--- config.mk ---
export PLATFORM = sky130hd
export DESIGN_NAME = core_sequencer
export DESIGN_NICKNAME = d
export VERILOG_FILES = /design/src/rtl/core_sequencer_pkg.sv /design/src/rtl/core_sequencer_watchdog.sv /design/src/rtl/core_sequencer.sv
export SDC_FILE = /design/constraint.sdc
export NUM_CORES = 1
export LEC_CHECK = 0
export CAP_MARGIN = 20
export CORE_MARGIN = 10
export CORE_UTILIZATION = 47
export DETAILED_ROUTE_END_ITERATION = 16
export PLACE_DENSITY = 0.86
export SYNTH_ARGS = -nofsm -noshare
export SYNTH_HDL_FRONTEND = slang
export SYNTH_SLANG_ARGS = --single-unit
--- constraint.sdc ---
create_clock -name clk -period 2.7 [get_ports clk]
set_input_delay 0.27 -clock clk [delete_from_list [all_inputs] [get_ports clk]]
set_output_delay 0.27 -clock clk [all_outputs]
set_load 0.01 [all_outputs]
--- src/rtl/core_sequencer_pkg.sv ---
// ============================================================================
// Module  : core_sequencer_pkg
// Brief   : State encoding and trap cause codes shared by the core sequencer.
// Rev     : 1.0
// ============================================================================
`default_nettype none

package core_sequencer_pkg;

    typedef enum logic [2:0] {
        ST_HALTED    = 3'd0,
        ST_FETCH     = 3'd1,
        ST_DECODE    = 3'd2,
        ST_EXECUTE   = 3'd3,
        ST_MEMORY    = 3'd4,
        ST_WRITEBACK = 3'd5,
        ST_TRAP      = 3'd6
    } state_t;

    localparam logic [3:0] c_FETCH_FAULT = 4'd1;
    localparam logic [3:0] c_ILLEGAL     = 4'd2;
    localparam logic [3:0] c_BREAKPOINT  = 4'd3;
    localparam logic [3:0] c_LOAD_FAULT  = 4'd5;
    localparam logic [3:0] c_STORE_FAULT = 4'd7;
    localparam logic [3:0] c_ECALL_M     = 4'd11;

    function automatic logic [3:0] mem_fault_cause(input logic is_load);
        return is_load ? c_LOAD_FAULT : c_STORE_FAULT;
    endfunction

endpackage

`default_nettype wire

--- src/rtl/core_sequencer_watchdog.sv ---
// ============================================================================
// Module  : core_sequencer_watchdog
// Brief   : Wait-cycle counter; flags expiry after WATCHDOG_CYCLES idle cycles.
// Rev     : 1.0
// ============================================================================
`default_nettype none

module core_sequencer_watchdog #(
    parameter int unsigned WATCHDOG_CYCLES = 255
) (
    input  logic clk,
    input  logic rst_n,
    input  logic i_waiting,
    output logic o_expired
);

    localparam int unsigned c_W =
        ($clog2(WATCHDOG_CYCLES + 1) < 8) ? 8 : $clog2(WATCHDOG_CYCLES + 1);
    localparam logic [c_W-1:0] c_LIMIT = c_W'(WATCHDOG_CYCLES - 1);

    logic [c_W-1:0] r_count;

    // Any cycle that is not a wait cycle (handshake or other state) restarts the count.
    always_ff @(posedge clk or negedge rst_n) begin
        if (!rst_n) begin
            r_count <= '0;
        end else if (i_waiting) begin
            r_count <= r_count + c_W'(1);
        end else begin
            r_count <= '0;
        end
    end

    assign o_expired = i_waiting && (r_count == c_LIMIT);

endmodule

`default_nettype wire

--- src/rtl/core_sequencer.sv ---
// ============================================================================
// Module  : core_sequencer
// Brief   : Multi-cycle RV32I control FSM with instruction register and retire
//           counter. Optional wait timeout: CORE_SEQUENCER_WATCHDOG_EN.
// Rev     : 1.0
// ============================================================================
`default_nettype none

module core_sequencer #(
    parameter int unsigned WATCHDOG_CYCLES = 255
) (
    input  logic        clk,
    input  logic        rst_n,
    input  logic        halt,
    output logic        halted,
    output logic        fetchRequest,
    input  logic        fetchValid,
    input  logic        fetchError,
    input  logic [31:0] fetchData,
    output logic [31:0] currentInstruction,
    output logic        isNOP,
    input  logic [4:0]  rdIndex,
    input  logic        invalidInstruction,
    input  logic        isLoad,
    input  logic        isStore,
    input  logic        isBranch,
    input  logic        isFence,
    input  logic        isECALL,
    input  logic        isEBREAK,
    output logic        memRequest,
    input  logic        memAck,
    input  logic        memError,
    output logic        executeStrobe,
    output logic        pcUpdate,
    output logic        regWrite,
    output logic        trapRequest,
    output logic [3:0]  trapCause,
    output logic [31:0] retiredCount
);

    import core_sequencer_pkg::*;

    state_t      r_state;
    logic [31:0] r_instr;
    logic [3:0]  r_cause;
    logic [31:0] r_retired;
    logic        w_wd_expired;

`ifdef CORE_SEQUENCER_WATCHDOG_EN
    logic w_waiting;

    assign w_waiting = ((r_state == ST_FETCH)  && !fetchValid && !fetchError) ||
                       ((r_state == ST_MEMORY) && !memAck     && !memError);

    core_sequencer_watchdog #(
        .WATCHDOG_CYCLES (WATCHDOG_CYCLES)
    ) u_watchdog (
        .clk       (clk),
        .rst_n     (rst_n),
        .i_waiting (w_waiting),
        .o_expired (w_wd_expired)
    );
`else
    logic w_unused_cfg;

    assign w_unused_cfg = (WATCHDOG_CYCLES == 0);
    assign w_wd_expired = 1'b0;
`endif

    always_ff @(posedge clk or negedge rst_n) begin
        if (!rst_n) begin
            r_state   <= ST_HALTED;
            r_instr   <= '0;
            r_cause   <= '0;
            r_retired <= '0;
        end else begin
            case (r_state)
                ST_HALTED: begin
                    if (!halt) r_state <= ST_FETCH;
                end
                ST_FETCH: begin
                    // A bus error beats a simultaneous valid beat.
                    if (fetchError || w_wd_expired) begin
                        r_cause <= c_FETCH_FAULT;
                        r_state <= ST_TRAP;
                    end else if (fetchValid) begin
                        r_instr <= fetchData;
                        r_state <= ST_DECODE;
                    end
                end
                ST_DECODE: begin
                    if (invalidInstruction) begin
                        r_cause <= c_ILLEGAL;
                        r_state <= ST_TRAP;
                    end else if (isEBREAK) begin
                        r_cause <= c_BREAKPOINT;
                        r_state <= ST_TRAP;
                    end else if (isECALL) begin
                        r_cause <= c_ECALL_M;
                        r_state <= ST_TRAP;
                    end else begin
                        r_state <= ST_EXECUTE;
                    end
                end
                ST_EXECUTE: begin
                    r_state <= (isLoad || isStore) ? ST_MEMORY : ST_WRITEBACK;
                end
                ST_MEMORY: begin
                    if (memError || w_wd_expired) begin
                        r_cause <= mem_fault_cause(isLoad);
                        r_state <= ST_TRAP;
                    end else if (memAck) begin
                        r_state <= ST_WRITEBACK;
                    end
                end
                ST_WRITEBACK: begin
                    r_retired <= r_retired + 32'd1;
                    r_state   <= halt ? ST_HALTED : ST_FETCH;
                end
                ST_TRAP: begin
                    r_state <= halt ? ST_HALTED : ST_FETCH;
                end
                default: begin
                    r_state <= ST_HALTED;
                end
            endcase
        end
    end

    assign halted             = (r_state == ST_HALTED);
    assign fetchRequest       = (r_state == ST_FETCH);
    assign memRequest         = (r_state == ST_MEMORY);
    assign executeStrobe      = (r_state == ST_EXECUTE);
    assign pcUpdate           = (r_state == ST_WRITEBACK);
    assign trapRequest        = (r_state == ST_TRAP);
    assign isNOP              = (r_state == ST_HALTED) || (r_state == ST_FETCH) ||
                                (r_state == ST_TRAP);
    assign regWrite           = (r_state == ST_WRITEBACK) && (rdIndex != 5'd0) &&
                                !(isBranch || isStore || isFence);
    assign currentInstruction = r_instr;
    assign trapCause          = r_cause;
    assign retiredCount       = r_retired;

endmodule

`default_nettype wire

After elaboration in Yosys (flattened, before gate mapping)

Cells that the tools add are included.

Register bits after elaboration: 71
Bits of input ports: 51
Output and inout bits: 76
Logic and storage cells: 51

Add/sub/neg operators: 1
Eq/ne operators: 12
Multiplexer cells: 18
Bitwise operators: 1
Reductions and logical operators: 15

Operators with widths:

| cell                  | number |
|---|---|
| $add 32x1->32 const B | 1 |
| $mux 3                | 8 |
| $mux 4                | 5 |
| $pmux 3 s6            | 1 |
| $pmux 4 s3            | 1 |
| $eq 3x3->1 const B    | 3 |
| $eq 3x2->1 const B    | 2 |
| $ne 3x1->1 const B    | 2 |
| $reduce_and 3->1      | 2 |
| $logic_or 1x1->1      | 5 |
| $reduce_bool 5->1     | 1 |
| $ne 2x1->1 const B    | 2 |
| $ne 4x4->1 const B    | 1 |
| $reduce_and 4->1      | 1 |
| $eq 3x1->1 const B    | 1 |
| $logic_not 3->1       | 1 |
| $reduce_bool 3->1     | 1 |
| $logic_and 1x1->1     | 2 |
| $mux 1                | 2 |
| $mux 2                | 1 |
| $ne 2x2->1 const B    | 1 |
| $reduce_or 2->1       | 1 |
| $logic_not 1->1       | 1 |
| $not 1->1             | 1 |

Longest topological paths before layout

Gate-level depths: netlist (run 1).

Word-level depth: 4
Depth in mapped cells: 7
Depth with buffers taken out: 6

Worst setup path before layout (run 1)

No wires, ideal clock.

Kind: register to output
From: reg r_state[1]
To: out regWrite
Arrival: 1424 ps
Required time: 2430 ps
Slack: 1006 ps
Stages on the path, launching flop included: 5
Path buffers: 0
Cells stage by stage: dfrtp_1 -> nand2b_1 -> or2_4 -> or4_1 -> a21oi_1

Longest elaborated chain between the ends: 3

Ends and longest elaborated chain:

| what                           | line                  | text |
|---|---|---|
| start, declared                | core_sequencer.sv:43  | `state_t r_state;` |
| start signal, assigned         | core_sequencer.sv:106 | `r_state <= (isLoad \|\| isStore) ? ST_MEMORY : ST_WRITEBACK;` |
| start signal, assigned         | core_sequencer.sv:118 | `r_state <= halt ? ST_HALTED : ST_FETCH;` |
| start signal, assigned         | core_sequencer.sv:121 | `r_state <= halt ? ST_HALTED : ST_FETCH;` |
| $eq 3x3->1                     | core_sequencer.sv:138 | `assign regWrite = (r_state == ST_WRITEBACK) && (rdIndex != 5'd0) &&` |
| $logic_and 1x1->1 (2 in a row) | core_sequencer.sv:138 |  |
| end, declared                  | core_sequencer.sv:35  | `output logic regWrite,` |

No other way between the ends.

Worst setup path after layout (run 1)

Same ends and word-level chain as after synthesis.

==> impl_metrics.toml, run 1 <==
[sta]
holdWs_ps = 472.5
rsz0062_at_grt = "no"
skew_ps = 9.199
setup_violations = 0
slew_headroom = 0.5245
finalMaxSlewViolations = 0
worstMarginPinSlew_ps = 713.3
min_period_ps = 2469
min_period_over_period = 0.9144
hold_violations = 0
tns_ps = 0
max_freq_mhz = 405.0

[worst_setup_path]
worstSetupEndpointType = "primary output"
crit_path_cell_trace = "nand2b_1 > or2_4 > or4_1 > a21oi_1 > clkdlybuf4s50_1"
cp-start-kind = "register"
path_max_fanout = 3
crit_family = "simple AND/OR/NAND/NOR gates"
crit_arrival_ps = 2200
slowest_delay_ps = 560
crit_type = "register to primary output"
critPathBufInv = 1
worstPathRequired_ps = 2430
cpMaxStageDelayCell = "clkdlybuf4s50_1"

[global_routing]
grt_pass1_wl_mm = 14.06
grt_max_degree = 42
grtUsageTotal = 0.1729
grt.overflow.total = 0
grt_pass1_vias = 2761
antenna_found_initial = 0

[detailed_routing]
routed.top_layer = "met4"
route.detailed.drc = 0
drt_first_pass_iters = 4
wl_met2_mm = 4.121
first_iter_violations = 72
m1WireLength_mm = 3.469
viasPerCell = 5.278
routedWlPerCell_um = 18.68
wirelength_mm = 8.816
wl_met3_mm = 1.131
final_antenna_net_count = 0
vias = 2491

[synth]
syn_nets = 308
synth_cell_types = 42
yosys_warnings = 0
synthArstFlopShare = 1.000
synthTopCellsByCount = "dfrtp_1 (71), mux2_2 (35), xnor2_1 (18)"
post-synth-top-area-fraction = 0.5591
synth-seq-cells = 71
synthFlopType = "dfrtp_1"
synthCells = 256
ys_top_cells_by_area = "dfrtp_1 (56%), mux2_2 (12%), xnor2_1 (5.0%)"
synth_edf_count = 0
avgSynthCellArea_um2 = 12.41
ys_seq_area_frac = 0.5591
yosysMostFrequentCell = "dfrtp_1"
mappedNetlistArea_mm2 = 0.003178
synth_largest_area_cell = "dfrtp_1"

[flow_run]
cap_violations = 0

[floorplan]
ios = 127
coreArea_mm2 = 0.006459
start_util = 0.4921
die_h_um = 102.2
dieArea_mm2 = 0.01045
fp-row-count = 29
die_w_um = 102.2

[power]
power_leakage_uw = 0.002058
peakVddDrop_v = 0.0006823
power.density_mw_per_mm2 = 864.2

[placement]
io_buffers = 126
place_congestion = 0.8782
hpwl_mm = 6.761

[clock_tree]
tritoncts = "done"
max-clock-path-buffers = 2
clockRootBuffer = "clkbuf_8"
path_clk_slew_ps = 70
htreeDepth = 3
cts_made_buffers = 9
cts_resized = 0
cts_sinks = 71
clkLatencyLatePin_ps = 340

[finish]
layout-drive-gt1-share = 0.1646
antenna_cells = 0
fill_cells = 434
layout.nets = 442
syn_to_final_growth_pct = 49.21

[min_path]
hold_class = "register to register"

[status]
status = "finished, final reports clean"
## path summary, 6_finish.rpt
path / endpoint / from / cells past startpoint / slack (ps)
max reg2reg: retiredCount[26] / retiredCount[0] / 5 / 840
min in group asynchronous: retiredCount[8] / rst_n / 2 / 520
max: regWrite / r_state[1] / 5 / 230
min reg2reg: retiredCount[31] / retiredCount[31] / 1 / 470
max in group asynchronous: currentInstruction[4] / rst_n / 3 / 1520
min: retiredCount[31] / retiredCount[31] / 1 / 470
## metal layers
layer	vias up	track usage
met5	-	0
met4	0	0.07158
met3	7	0.1039
met2	110	0.2751
met1	1188	0.1832
li1	1186	-
## cell usage in the layout, fill, tap and decap left out, types with 4 or more instances in the layout
cell type / n
nand3_1: 8
nand4_1: 12
dfrtp_1: 71
nand2_1: 13
nor3_1: 7
and2_1: 4
nor2_1: 6
inv_1: 6
a21oi_1: 4
mux2_2: 35
xnor2_1: 18
and4_1: 6
clkdlybuf4s50_1: 125
xor2_1: 13
and3_1: 7
buf_4: 4
nor4_1: 5
clkbuf_8: 10
## stage by stage
stage | util | instance area [um2] | setup WS [ps] | std cells | total power [uW]
2_1_floorplan | - | 3178 | 1006 | 256 | 2294
3_3_place_gp | 0.7019 | 4533 | 566.4 | 455 | 3232
3_5_place_dp | 0.7019 | 4533 | 564.0 | 455 | 3275
4_1_cts | 0.7342 | 4742 | 201.3 | 472 | 4154
5_1_grt | 0.7342 | 4742 | 93.09 | 472 | 4349
6_report | 0.7342 | 4742 | 231.2 | 472 | 4098
## power breakdown
| part | internal [uW] | leakage (uW) | switching, uW |
|---|---|---|---|
| Clock | 451 | 0.0000916 | 394 |
| Combinational | 987 | 0.00105 | 701 |
| Sequential | 1370 | 0.000916 | 194 |
| Total | 2810 | 0.00206 | 1290 |
## cells by family (layout without fill, tap and decap cells)
kind of cell,count (synthesis),after routing,synth area share
AOI/OAI and AO/OA,16,16,0.03465
xor gates and xnor gates,31,31,0.08543
adders and majority gates,1,1,0.003936
buffers and inverters,16,155,0.02362
DFF,71,71,0.5591
muxes,35,35,0.1240
and+or+nand+nor,86,86,0.1693
## final cells by class
cell class / count / area, um2 / share of cell area
clock inverter: 5 / 57.56 / 0.01214
tap: 77 / 96.34 / 0.02032
inverter: 7 / 27.53 / 0.005805
clock buffer: 11 / 141.4 / 0.02982
sequential: 71 / 1777 / 0.3747
multi-input combinational: 169 / 1326 / 0.2797
timing repair buffer: 132 / 1316 / 0.2776
## state kept, by name, summed over array words and instances, names as in the netlist
signal              flops
currentInstruction     32
r_state                 3
retiredCount           32
trapCause               4
## repair_timing
item                                   4_1_cts  5_1_grt
endpoints found under the hold margin        9        0
setup buffers                                0        0
hold buffers                                 1        0
(Power assumes the default switching activity.)
==> run 2, diff against run 1 <==
--- a/config.mk
+++ b/config.mk
@@ -9,6 +9,7 @@
 export CORE_MARGIN = 10
 export CORE_UTILIZATION = 47
 export DETAILED_ROUTE_END_ITERATION = 16
+export MAX_ROUTING_LAYER = met4
 export PLACE_DENSITY = 0.86
 export SYNTH_ARGS = -nofsm -noshare
 export SYNTH_HDL_FRONTEND = slang
==> run 2 against run 1 <==
Critical path type unchanged. Worst hold slack barely moved. Largest cell class unchanged. Total power is 0.19% higher. Critical endpoint unchanged. Non-clock buffer count did not move. Global-route usage is 0.50 points higher. Clock-buffer cell count stayed put. Via count rose by 1.1%. Cell area unchanged. Sequential share of layout area stayed put.
==> impl_metrics.toml, run 2 (synthesized netlist as in run 1, its figures left out) <==
[sta]
finalMaxSlewViolations = 0
hold_violations = 0
min_period_ps = 2478
max_freq_mhz = 403.6
min_period_over_period = 0.9177
rsz0062_at_grt = "no"
setup_violations = 0
skew_ps = 8.787
layout_setup_ws_ps = 222.2
slew_headroom = 0.5227
tns_ps = 0
worstMarginPinSlew_ps = 716.0

[placement]
placed_cell_area_mm2 = 0.004533
place_ws_ps = 564.0
place_congestion = 0.8926
io_buffers = 126
hpwl_mm = 6.761

[finish]
design_area_mm2 = 0.004742
layout-drive-gt1-share = 0.1646
final_common_cell = "clkdlybuf4s50_1"
postLayoutCoreUtil = 0.7342
layout.nets = 442
final_cell_mix = "clkdlybuf4s50_1 (125), dfrtp_1 (71), mux2_2 (35)"
syn_to_final_growth_pct = 49.21
antenna_cells = 0

[min_path]
hold_class = "register to register"

[power]
power.density_mw_per_mm2 = 865.8
peakVddDrop_v = 0.0006832
power_leakage_uw = 0.002058
power_uw = 4106

[global_routing]
antenna_found_initial = 0
grt_max_degree = 42
grt_pass1_vias = 2789
grt_pass1_wl_mm = 13.97
grtUsageTotal = 0.1779
grt.overflow.total = 0

[worst_setup_path]
crit_type = "register to primary output"
crit_family = "simple AND/OR/NAND/NOR gates"
cp-start-kind = "register"
worstPathRequired_ps = 2430
path_max_fanout = 3
cpMaxStageDelayCell = "clkdlybuf4s50_1"
ff2ff_path_depth = 5
critPathBufInv = 1
worstSetupEndpointType = "primary output"
r2r-start = "retiredCount[0]"
slowest_delay_ps = 560
reg2reg_to = "retiredCount[26]"
timing.critical_path.to = "regWrite"
rrSetupSlack_ps = 840
worstSetupStartpoint = "r_state[1]"
crit_arrival_ps = 2210
crit_path_cell_trace = "nand2b_1 > or2_4 > or4_1 > a21oi_1 > clkdlybuf4s50_1"
crit_cells = 5

[floorplan]
dieArea_mm2 = 0.01045
die_w_um = 102.2
die_h_um = 102.2
start_util = 0.4921
coreArea_mm2 = 0.006459
ios = 127
fp-row-count = 29

[clock_tree]
clkLatencyLatePin_ps = 340
path_clk_slew_ps = 70
htreeDepth = 3
tritoncts = "done"
clockRootBuffer = "clkbuf_8"
max-clock-path-buffers = 2
cts_made_buffers = 9
cts_sinks = 71

[detailed_routing]
viasPerCell = 5.335
routedWlPerCell_um = 18.71
drt_first_pass_iters = 4
route.detailed.drc = 0
vias = 2518
first_iter_violations = 67
final_antenna_net_count = 0
wirelength_mm = 8.830

[status]
status = "finished, final reports clean"

[flow_run]
cap_violations = 0
## run 2: cell counts in the layout (fill, tap and decap cells not counted)
Identical to the previous run, type by type.
## run 2: stage by stage
stage,std cells,hold WS [ps]
final,472,472.7
after global routing,472,495.6
after CTS,472,481.9
after detailed placement,455,368.0
after global placement,455,359.6
after floorplan,256,-25.59
## run 2: how the worst min path moves through the flow
stage	from	end	cells after the start
3_5_place_dp	rst_n	retiredCount[8]	1
6_report	retiredCount[31]	retiredCount[31]	1
5_1_grt	retiredCount[31]	retiredCount[31]	1
2_1_floorplan	rst_n	currentInstruction[0]	0
3_3_place_gp	rst_n	retiredCount[8]	1
4_1_cts	retiredCount[31]	retiredCount[31]	1
## run 2: layer usage
layer / vias to the layer above / global-route usage / routed length (um)
li1: 1193 / - / -
met1: 1209 / 0.1972 / 3654
met2: 106 / 0.2741 / 4135
met3: 10 / 0.08907 / 924
met4: 0 / 0.05857 / 115
met5: - / - / 0
## run 2: power breakdown
part	total [uW]	internal [uW]	leakage, uW	switching [uW]
clock	850	450	0.0000916	400
combinational	1690	987	0.00105	702
sequential	1570	1370	0.000916	194
## run 2: final cells by class
class / count / area, um2
clock buffer: 11 / 141.4
clock inverter: 5 / 57.56
fill: 434 / 1717
inverter: 7 / 27.53
multi-input combinational: 169 / 1326
sequential: 71 / 1777
tap: 77 / 96.34
timing repair buffer: 132 / 1316
## run 2: worst register-to-register path, cell delays in order, from the launching register on
cell and delay (ps):
dfrtp_1 460, ha_1 180, and4b_1 360, nand4_4 200, nor4_1 390, xor2_1 180
## run 2: timing repair
item,CTS,global route
endpoints found under the hold margin,9,0
buffers inserted,0,0
resized for setup,0,0
hold buffers,1,0
==> run 3, diff against run 2 <==
--- a/config.mk
+++ b/config.mk
@@ -8,6 +8,7 @@
 export CAP_MARGIN = 20
 export CORE_MARGIN = 10
 export CORE_UTILIZATION = 47
+export CTS_BUF_LIST = sky130_fd_sc_hd__clkbuf_8 sky130_fd_sc_hd__clkbuf_16
 export DETAILED_ROUTE_END_ITERATION = 16
 export MAX_ROUTING_LAYER = met4
 export PLACE_DENSITY = 0.86
==> run 3 against run 2 <==
Clock power about the same. Clock-buffer cell count is 1 lower. Worst setup slack is essentially flat. Sequential power is essentially flat. Critical endpoint unchanged.
==> impl_metrics.toml, run 3 (synthesized netlist as in run 1, its figures left out) <==
[status]
status = "finished, final reports clean"

[finish]
final_common_cell = "clkdlybuf4s50_1"
antenna_cells = 0
syn_to_final_growth_pct = 49.21
design_area_mm2 = 0.004742
final_cell_mix = "clkdlybuf4s50_1 (125), dfrtp_1 (71), mux2_2 (35)"
layout.nets = 442
layout-drive-gt1-share = 0.1646
final_cells = 472

[sta]
hold_violations = 0
holdWs_ps = 472.7
worstMarginPinSlew_ps = 715.5
max_freq_mhz = 403.6
slew_headroom = 0.5230
min_period_ps = 2478
tns_ps = 0
rsz0062_at_grt = "no"
finalMaxSlewViolations = 0
setup_violations = 0
min_period_over_period = 0.9177
skew_ps = 8.863

[clock_tree]
cts_made_buffers = 9
max-clock-path-buffers = 2
clockRootBuffer = "clkbuf_8"
htreeDepth = 3
tritoncts = "done"
postCtsSetupRepairBufs = 0
cts_resized = 0
clkLatencyLatePin_ps = 350
cts_sinks = 71
path_clk_slew_ps = 70

[detailed_routing]
viasPerCell = 5.326
drt_first_pass_iters = 4
vias = 2514
route.detailed.drc = 0
first_iter_violations = 67
final_antenna_net_count = 0
wirelength_mm = 8.827
routedWlPerCell_um = 18.70

[power]
p_sw_frac = 0.3159
power_leakage_uw = 0.002062
seqPwrFrac = 0.382
power_uw = 4102
p_int_uw = 2806
peakVddDrop_v = 0.0006832
power.density_mw_per_mm2 = 865.0
switchingPower_uw = 1296
power.share.clock = 0.206
p_comb_frac = 0.412

[placement]
dp_cells = 455
place_congestion = 0.8926
io_buffers = 126
placed_cell_area_mm2 = 0.004533
hpwl_mm = 6.761

[floorplan]
fp-row-count = 29
die_w_um = 102.2
die_h_um = 102.2
dieArea_mm2 = 0.01045
start_util = 0.4921
ios = 127
coreArea_mm2 = 0.006459

[global_routing]
grt_pass1_wl_mm = 13.97
grtUsageTotal = 0.1779
grt.overflow.total = 0
grt_max_degree = 42
grt_pass1_vias = 2789
antenna_found_initial = 0

[flow_run]
cap_violations = 0

[worst_setup_path]
cp-start-kind = "register"
worstSetupStartpoint = "r_state[1]"
worstSetupEndpointType = "primary output"
crit_type = "register to primary output"
path_max_fanout = 3
crit_arrival_ps = 2210
r2r-start = "retiredCount[0]"
worstPathRequired_ps = 2430

[min_path]
hold_class = "register to register"
min_from = "retiredCount[31]"
-- run 3: path summary, 6_finish.rpt --
check	end	slack, ps	cells past startpoint
setup / recovery	regWrite	220	5
hold / removal	retiredCount[31]	470	1
setup reg to reg	retiredCount[26]	840	5
hold reg to reg	retiredCount[31]	470	1
max in group asynchronous	currentInstruction[7]	1530	3
min in group asynchronous	retiredCount[8]	510	2
-- run 3: layer usage --
layer,share of wire,vias up,global-route usage
li1,-,1193,-
met3,0.10,10,0.08907
met5,0,-,-
met2,0.47,106,0.2741
met1,0.41,1205,0.1972
met4,0.013,0,0.05857
-- run 3: repair_timing --
| item | CTS | global route |
|---|---|---|
| hold buffers | 1 | 0 |
| endpoints found under the setup margin | 0 | 0 |
| hold endpoints to repair | 9 | 0 |
-- run 3: power by group through the flow --
| stage | Combinational (uW) | Sequential [uW] | Clock (uW) |
|---|---|---|---|
| after detailed placement | 1700 | 1580 | 0 |
| after global placement | 1670 | 1560 | 0 |
| final | 1690 | 1570 | 847 |
| after global routing | 1820 | 1610 | 910 |
| after floorplan | 588 | 1710 | 0 |
| after CTS | 1720 | 1570 | 866 |
-- run 3: critical path, cell delays in order (launching register included) --
cell	delay, ps
dfrtp_1	380
nand2b_1	170
or2_4	250
or4_1	390
a21oi_1	120
clkdlybuf4s50_1	560
-- run 3: area by class of cell --
type,count,area (um2)
clock inverter,6,61.31
inverter,7,27.53
fill,434,1717
sequential,71,1777
timing repair buffer,132,1316
multi-input combinational,169,1326
clock buffer,10,137.6
tap,77,96.34
-- run 3: stage by stage --
step	utilization	setup WS, ps
after CTS	0.7342	201.3
after floorplan	-	1006
final	0.7342	222.2
after global routing	0.7342	89.78
after global placement	0.7019	566.4
after detailed placement	0.7019	564.0
